==> config.mk <==
export PLATFORM = sky130hd
export DESIGN_NAME = rf_operand_collector
export DESIGN_NICKNAME = d
export VERILOG_FILES = /design/src/rtl/rf_operand_collector.sv
export SDC_FILE = /design/constraint.sdc
export NUM_CORES = 2
export LEC_CHECK = 0
export CORE_AREA = 2 2 716 718
export DETAILED_ROUTE_END_ITERATION = 10
export DIE_AREA = 0 0 718 720
export PLACE_DENSITY = 0.39
export SETUP_SLACK_MARGIN = 0.4
export SYNTH_ARGS = -nofsm -noshare
export SYNTH_HDL_FRONTEND = slang
export SYNTH_SLANG_ARGS = --single-unit
==> constraint.sdc <==
create_clock -name clk -period 4.1 [get_ports clk]
set_clock_uncertainty 0.1 [all_clocks]
set_input_delay 0.82 -clock clk [delete_from_list [all_inputs] [get_ports clk]]
set_output_delay 0.82 -clock clk [all_outputs]
set_load 0.02 [all_outputs]
==> src/rtl/rf_operand_collector.sv <==
// Operand collector: latches one issued instruction, reads up to two sources from the banked RF, dispatches to execute.
// Accept->ex_valid is 3 cycles (4 on a same-bank conflict); iss_ready low while busy, DISP holds while ex_ready is low.
module rf_operand_collector #(
  parameter  int DATA      = 256,
  parameter  int ADDR      = 3,
  parameter  int BANK_W    = 2,
  parameter  int TAG       = 16,
  localparam int NUM_BANKS = 2**BANK_W,
  localparam int RN        = ADDR + BANK_W
) (
  input  logic                      clk,
  input  logic                      rst,
  input  logic                      iss_valid,
  output logic                      iss_ready,
  input  logic [RN-1:0]             iss_src0,
  input  logic [RN-1:0]             iss_src1,
  input  logic                      iss_src1_en,
  input  logic [TAG-1:0]            iss_tag,
  output logic [NUM_BANKS-1:0]      rf_rd_en,
  output logic [NUM_BANKS*ADDR-1:0] rf_rd_addr,
  input  logic [NUM_BANKS*DATA-1:0] rf_rd_data,
  input  logic                      wb_en,
  input  logic [RN-1:0]             wb_reg,
  input  logic [DATA-1:0]           wb_data,
  output logic                      ex_valid,
  input  logic                      ex_ready,
  output logic [DATA-1:0]           ex_op0,
  output logic [DATA-1:0]           ex_op1,
  output logic [TAG-1:0]            ex_tag
);

  typedef enum logic [1:0] {IDLE, READ, CAP, DISP} state_t;

  typedef struct packed {
    logic [RN-1:0] src0;
    logic [RN-1:0] src1;
    logic          src1_en;
    logic          same;
  } instr_t;

  function automatic logic [BANK_W-1:0] bank_of(input logic [RN-1:0] r);
    return r[BANK_W-1:0];
  endfunction

  function automatic logic [ADDR-1:0] row_of(input logic [RN-1:0] r);
    return r[RN-1:BANK_W];
  endfunction

  function automatic logic [NUM_BANKS-1:0] bank_oh(input logic [RN-1:0] r);
    return NUM_BANKS'(1) << bank_of(r);
  endfunction

  function automatic logic [NUM_BANKS*ADDR-1:0] addr_at(input logic [RN-1:0] r);
    logic [NUM_BANKS*ADDR-1:0] v;
    v = '0;
    v[int'(bank_of(r))*ADDR +: ADDR] = row_of(r);
    return v;
  endfunction

  state_t          state;
  instr_t          ins_q;
  logic            iss_rdy_q;
  logic            pend;
  logic            rd0_q;
  logic            rd1_q;
  logic            fwd0;
  logic            fwd1;
  logic [DATA-1:0] fwd0_dat;
  logic [DATA-1:0] fwd1_dat;

  logic            iss_same;
  logic            iss_conf;
  logic            iss_dual;
  logic            wb_hit0;
  logic            wb_hit1;
  logic [DATA-1:0] rd_dat0;
  logic [DATA-1:0] rd_dat1;
  logic [DATA-1:0] cap0;
  logic [DATA-1:0] cap1;

  assign iss_ready = iss_rdy_q & ~rst;

  // Identical registers collapse to one read; same bank with a different row must be serialised.
  assign iss_same = iss_src1_en && (iss_src1 == iss_src0);
  assign iss_conf = iss_src1_en && !iss_same && (bank_of(iss_src1) == bank_of(iss_src0));
  assign iss_dual = iss_src1_en && !iss_same && !iss_conf;

  assign wb_hit0 = wb_en && (wb_reg == ins_q.src0);
  assign wb_hit1 = wb_en && (wb_reg == ins_q.src1);

  assign rd_dat0 = rf_rd_data[int'(bank_of(ins_q.src0))*DATA +: DATA];
  assign rd_dat1 = rf_rd_data[int'(bank_of(ins_q.src1))*DATA +: DATA];
  assign cap0    = fwd0 ? fwd0_dat : rd_dat0;
  assign cap1    = fwd1 ? fwd1_dat : rd_dat1;

  always_ff @(posedge clk) begin
    if (rst) begin
      state      <= IDLE;
      ins_q      <= '0;
      iss_rdy_q  <= 1'b1;
      pend       <= 1'b0;
      rd0_q      <= 1'b0;
      rd1_q      <= 1'b0;
      fwd0       <= 1'b0;
      fwd1       <= 1'b0;
      fwd0_dat   <= '0;
      fwd1_dat   <= '0;
      rf_rd_en   <= '0;
      rf_rd_addr <= '0;
      ex_valid   <= 1'b0;
      ex_op0     <= '0;
      ex_op1     <= '0;
      ex_tag     <= '0;
    end else begin
      case (state)
        IDLE: begin
          if (iss_valid) begin
            ins_q.src0    <= iss_src0;
            ins_q.src1    <= iss_src1;
            ins_q.src1_en <= iss_src1_en;
            ins_q.same    <= iss_same;
            pend          <= iss_conf;
            fwd0          <= 1'b0;
            fwd1          <= 1'b0;
            rf_rd_en      <= bank_oh(iss_src0) | (iss_dual ? bank_oh(iss_src1) : '0);
            rf_rd_addr    <= addr_at(iss_src0) | (iss_dual ? addr_at(iss_src1) : '0);
            ex_tag        <= iss_tag;
            iss_rdy_q     <= 1'b0;
            state         <= READ;
          end
        end

        READ: begin
          // The BRAM returns pre-write data for a same-edge write, so catch it here.
          if (wb_hit0) begin
            fwd0     <= 1'b1;
            fwd0_dat <= wb_data;
          end
          if (ins_q.src1_en && !pend && wb_hit1) begin
            fwd1     <= 1'b1;
            fwd1_dat <= wb_data;
          end
          rd0_q <= 1'b1;
          rd1_q <= ins_q.src1_en && !pend && !ins_q.same;
          if (pend) begin
            rf_rd_en   <= bank_oh(ins_q.src1);
            rf_rd_addr <= addr_at(ins_q.src1);
          end else begin
            rf_rd_en   <= '0;
            rf_rd_addr <= '0;
          end
          state <= CAP;
        end

        CAP: begin
          if (rd0_q) ex_op0 <= cap0;
          if (!ins_q.src1_en)  ex_op1 <= '0;
          else if (ins_q.same) ex_op1 <= cap0;
          else if (rd1_q)      ex_op1 <= cap1;

          if (pend) begin
            if (wb_hit1) begin
              fwd1     <= 1'b1;
              fwd1_dat <= wb_data;
            end
            pend       <= 1'b0;
            rd0_q      <= 1'b0;
            rd1_q      <= 1'b1;
            rf_rd_en   <= '0;
            rf_rd_addr <= '0;
          end else begin
            rd0_q    <= 1'b0;
            rd1_q    <= 1'b0;
            ex_valid <= 1'b1;
            state    <= DISP;
          end
        end

        DISP: begin
          if (ex_ready) begin
            ex_valid  <= 1'b0;
            iss_rdy_q <= 1'b1;
            state     <= IDLE;
          end
        end

        default: state <= IDLE;
      endcase
    end
  end

endmodule

==> After elaboration in Yosys (flattened, before gate mapping) <==
Index checks and enable logic that the tools add are counted.
{ "word_totals": {"input_bits": 1317, "out_inout_bits": 546, "regBits": 1077, "wordCells": 130} }
{ "op_classes": {"n_mul": 3, "addsub": 3, "mux": 40, "reduce_logical": 32, "shift": 11, "bitwise": 7, "eq_ne": 15} }
{ "op_table": {"columns": ["op", "n"], "rows": [
  ["$mux W256", 8],
  ["$shiftx A1024 B11 Y256", 2],
  ["$pmux W256 S2", 1],
  ["$neg A4 Y33", 3],
  ["$shift A3 B33 Y12 const A", 3],
  ["$shiftx A3 B33 Y12", 3],
  ["$mux W12", 4],
  ["$and A12 B12 Y12", 3],
  ["$pmux W12 S3", 1],
  ["$mux W4", 4],
  ["$eq A5 B5 Y1", 3],
  ["$reduce_and A3 Y1", 5],
  ["$ne A2 B2 Y1 const B", 7],
  ["$mul A2 B2 Y4 const B", 3],
  ["$or A12 B12 Y12", 1],
  ["$pmux W1 S2", 6],
  ["$pmux W4 S3", 1],
  ["$shl A1 B2 Y4 const A", 3],
  ["$mux W1", 10],
  ["$reduce_and A2 Y1", 5],
  ["$reduce_bool A2 Y1", 5],
  ["$logic_and A1 B1 Y1", 9],
  ["$pmux W2 S4", 1],
  ["$mux W2", 3],
  ["13 further kinds", 17]
]} }

==> Logic depth before layout (Yosys ltp) <==
{ "depth": {"word_depth": 11, "depth_mapped": 9, "depth_no_buf": 6} }

==> Worst setup path after synthesis <==
OpenSTA, ideal clock, no wires.
{ "synth_path": {"path_kind": "input port to output port", "from": "input port rst", "to": "output port iss_ready", "path_stages": 4, "n_path_buf": 3, "t_arrival_ns": 1.739, "slack_ns": 1.441, "required_time_ns": 3.180, "cell_sequence": "clkbuf_1 > clkbuf_1 > clkbuf_1 > nor2b_1"} }
{ "synth_via": {"elab_chain_cells": 2} }
{ "synth_rtl": {"columns": ["item", "line", "text"], "rows": [
  ["start: declaration", "12", "input logic rst,"],
  ["$not A1 Y1", "81", "assign iss_ready = iss_rdy_q & ~rst;"],
  ["$and A1 B1 Y1", "81", null],
  ["end: declaration", "14", "output logic iss_ready,"]
]} }
No other way between the ends.

==> Final worst setup path <==
{ "layout_path": {"from": "register ex_op0[5]", "to": "output port ex_op0[5]"} }
{ "layout_rtl": {"columns": ["item", "line", "text"], "rows": [
  ["start: declaration", "27", "output logic [DATA-1:0] ex_op0,"],
  ["start signal: assignment", "156", "if (rd0_q) ex_op0 <= cap0;"]
]} }
No word-level cell between the ends.

==> reports/metrics.yaml <==
run_status:
  status: "finished, final reports clean"
routing:
  drt_first_pass_iters: 9
  drc_errors: 0
  num_vias: 57800
  first_iter_violations: 6606
  routedWlPerCell_um: 36.1
  vias_per_cell: 4.14
  totalWireLength_um: 504000
  ant_nets: 0
critical_path:
  critPathKind: "reg -> out"
  cp_max_fo: 2
  r2r_slack_ns: 1.00
  cp.arrival_ns: 2.37
  path_buf_inv: 1
  crit_family: "buffers and inverters"
  endpoint_kind: "output port"
  worstReg2RegStart: "state[0]"
  worstPathCellList: "clkdlybuf4s50_1"
  max_stage_delay_ns: 1.20
  cp-start-kind: "register"
  critPathRequiredTime_ns: 3.18
  r2r-end: "fwd1_dat[138]"
  cp_slowest_cell: "clkdlybuf4s50_1"
  r2r_cells: 9
clock_network:
  cts_tree: "yes"
  root_buffer: "clkbuf_16"
  cts_buffers: 153
  post_cts_resize_count: 0
  clk_latency_ns: 0.86
  cts_hold_buffers: 0
  cts_max_path_buffers: 4
  cts.sinks: 1077
  htree_levels: 4
  post_cts_buffers: 0
  path_clk_slew_ns: 0.06
timing:
  hold_viol: 0
  rsz0062_at_grt: "false"
  tns_ns: 0
  period_share_pct: 80.3
  slew_headroom_pct: 21.9
  clock.fmax_mhz: 304
  tightest_slew_ns: 1.17
  drv_slew: 0
  hold_slack_ns: 0.226
  final-setup-viol-count: 0
  period_needed_ns: 3.29
cells_and_area:
  multiInputGateArea_um2: 32300
  seqCellArea_um2: 21600
  drive_gt1_share_pct: 14.3
  design.final.nets: 8297
  final.fill_count: 56400
  area_growth_pct: 57.9
synthesis:
  ys_async_sr_fraction_pct: 0
  synthCells: 5290
  synth_warnings: 0
  synth_fp_nets: 6627
  ys_ff_latch: 1077
  synthFlopType: "dfxtp_1"
  ys_types: 52
  synth_edf_count: 0
  avgSynthCellArea_um2: 10.7
  yosysSeqAreaShare_pct: 38.2
  synth_area_um2: 56400
grt:
  grt_pass1_wl_um: 633000
  grt_pass1_vias: 54700
  antenna_found_initial: 498
  grt_max_degree: 205
  overflow: 0
  grt_use_total_pct: 18.6
floorplanning:
  num_io_pins: 1863
  core_area_um2: 508000
  design.die.area_um2: 517000
  fp.dieW_um: 718
  placementRows: 262
  die_y_um: 720
  start_util_pct: 11.1
place:
  gpl.final_weighted_congestion: 1.00
  portBuffers: 1862
  dpl.hpwl_um: 419000
worst_hold_path:
  whs_path_depth: 2
  whs_endpoint: "rf_rd_addr[5]"
  min_from: "rst"
  hold_path.class: "in -> reg"
power_and_ir_drop:
  peakVddDrop_uv: 483
  p_leak_nw: 26.9
  finalPower_mw: 43.1
  powerDensity_nw_per_um2: 484
run:
  max_cap_violations: 0
-- per-stage QoR --
step           instances  setup slack, ns  utilization [%]  area, um2
2_1_floorplan       5290             1.44                -      56400
3_3_place_gp       13500            0.395             16.4      83600
3_5_place_dp       13500            0.327             16.4      83600
4_1_cts            13800            0.505             17.4      88600
5_1_grt            13900            0.442             17.5      88800
6_report           14000            0.810             17.5      89100
-- synth_stat cells (3+ instances only) --
cell type | n | area [um2]
nand3_1 | 261 | 1310
a311oi_1 | 15 | 131
buf_1 | 25 | 93.8
and3b_1 | 5 | 43.8
buf_6 | 24 | 270
clkbuf_1 | 394 | 1480
mux4_2 | 512 | 11500
a21boi_0 | 3 | 22.5
o211ai_1 | 5 | 37.5
xor2_1 | 8 | 70.1
mux2i_1 | 514 | 5140
dfxtp_1 | 1077 | 21600
nand2_1 | 82 | 308
a222oi_1 | 255 | 2550
buf_2 | 143 | 716
nor2b_1 | 5 | 31.3
nand4_1 | 3 | 18.8
or4b_2 | 3 | 30.0
a21oi_1 | 289 | 1450
nor3_1 | 3 | 15.0
nor2_1 | 284 | 1070
buf_4 | 4 | 30.0
a21o_1 | 6 | 45.0
nand2b_1 | 519 | 3250
and3_1 | 4 | 25.0
xnor2_1 | 8 | 70.1
o21ai_0 | 512 | 2560
ha_1 | 20 | 250
inv_1 | 10 | 37.5
a211oi_1 | 259 | 1940
a22oi_1 | 9 | 67.6
-- flip-flops by register name, summed over array words and instances (netlist names) --
name and count:
rf_rd_addr 12, rf_rd_en 4, ex_op0 256, rd1_q 1
pend 1, rd0_q 1, ins_q 12, state 2
fwd1 1, ex_valid 1, iss_rdy_q 1, fwd0_dat 256
ex_tag 16, fwd1_dat 256, ex_op1 256, fwd0 1
-- per-layer routing --
layer / global-route usage [%] / wire, um / up-vias
li1: - / - / 24100
met5: 0 / 2310 / -
met4: 5.96 / 19500 / 350
met1: 20.9 / 188000 / 29100
met3: 11.4 / 72400 / 1061
met2: 29.1 / 222000 / 3240
-- worst max path at each step --
stage,startpoint,endpoint,slack (ns),depth (start not counted)
6_report,ex_op0[5],ex_op0[5],0.81,1
2_1_floorplan,rst,iss_ready,1.44,4
4_1_cts,ex_op1[209],ex_op1[209],0.51,1
5_1_grt,ex_op1[209],ex_op1[209],0.44,1
3_3_place_gp,wb_en,fwd1_dat[131],0.40,6
3_5_place_dp,wb_en,fwd1_dat[253],0.33,6
-- where the power goes --
group	switching, mW	internal [mW]	total (mW)
clock	5.85	8.07	13.9
combinational	8.68	6.89	15.6
sequential	1.44	12.2	13.6
-- logic make-up (layout without fill, tap and decap cells) --
logic type,Yosys count,in the layout,synth area share (%)
buf+inv,600,2388,4.66
flops,1077,1077,38.2
simple gates,1186,1186,11.0
fa+ha+maj,20,20,0.444
other cells,0,172,0
mux,1026,1026,29.6
compound gates,1365,1365,15.8
xor+xnor,16,16,0.248
-- worst reg2reg max path: cells and delay by family, from the launching register on --
kind / cells / cell delay (ns)
DFF: 1 / 0.36
buffers and inverters: 4 / 1.17
and+or+nand+nor: 2 / 0.47
AOI/OAI and AO/OA: 1 / 0.52
muxes: 1 / 0.20
adders and majority gates: 1 / 0.20
-- area by class of cell --
cell class | count | area share (%)
inverters | 10 | 0.0421
flip-flops and latches | 1077 | 24.2
clock buffers | 228 | 5.04
multi-input cells | 3613 | 36.2
well taps | 6732 | 9.46
repair buffers | 2105 | 23.9
diodes | 172 | 0.483
clock inverters | 45 | 0.621
-- placed cells by master, fill, tap and decap left out, types with 4 or more instances in the layout --
master	n
clkinv_2	20
clkbuf_8	34
inv_6	6
buf_12	64
dfxtp_1	1072
a222oi_1	255
a21oi_1	288
nand2_1	82
xor2_1	8
clkbuf_16	155
xnor2_1	8
inv_1	10
and3b_1	4
a311oi_1	15
o21ai_0	512
mux4_2	512
a211oi_1	259
o211ai_1	5
clkinvlp_4	5
diode_2	172
dfxtp_4	5
nand2b_1	519
bufinv_16	7
nor2b_1	5
nand3_1	260
buf_4	180
ha_1	20
a21o_1	6
a22oi_1	9
clkdlybuf4s50_1	1860
clkbuf_1	39
mux2i_1	514
nor2_1	284
(Power assumes the default switching activity.)
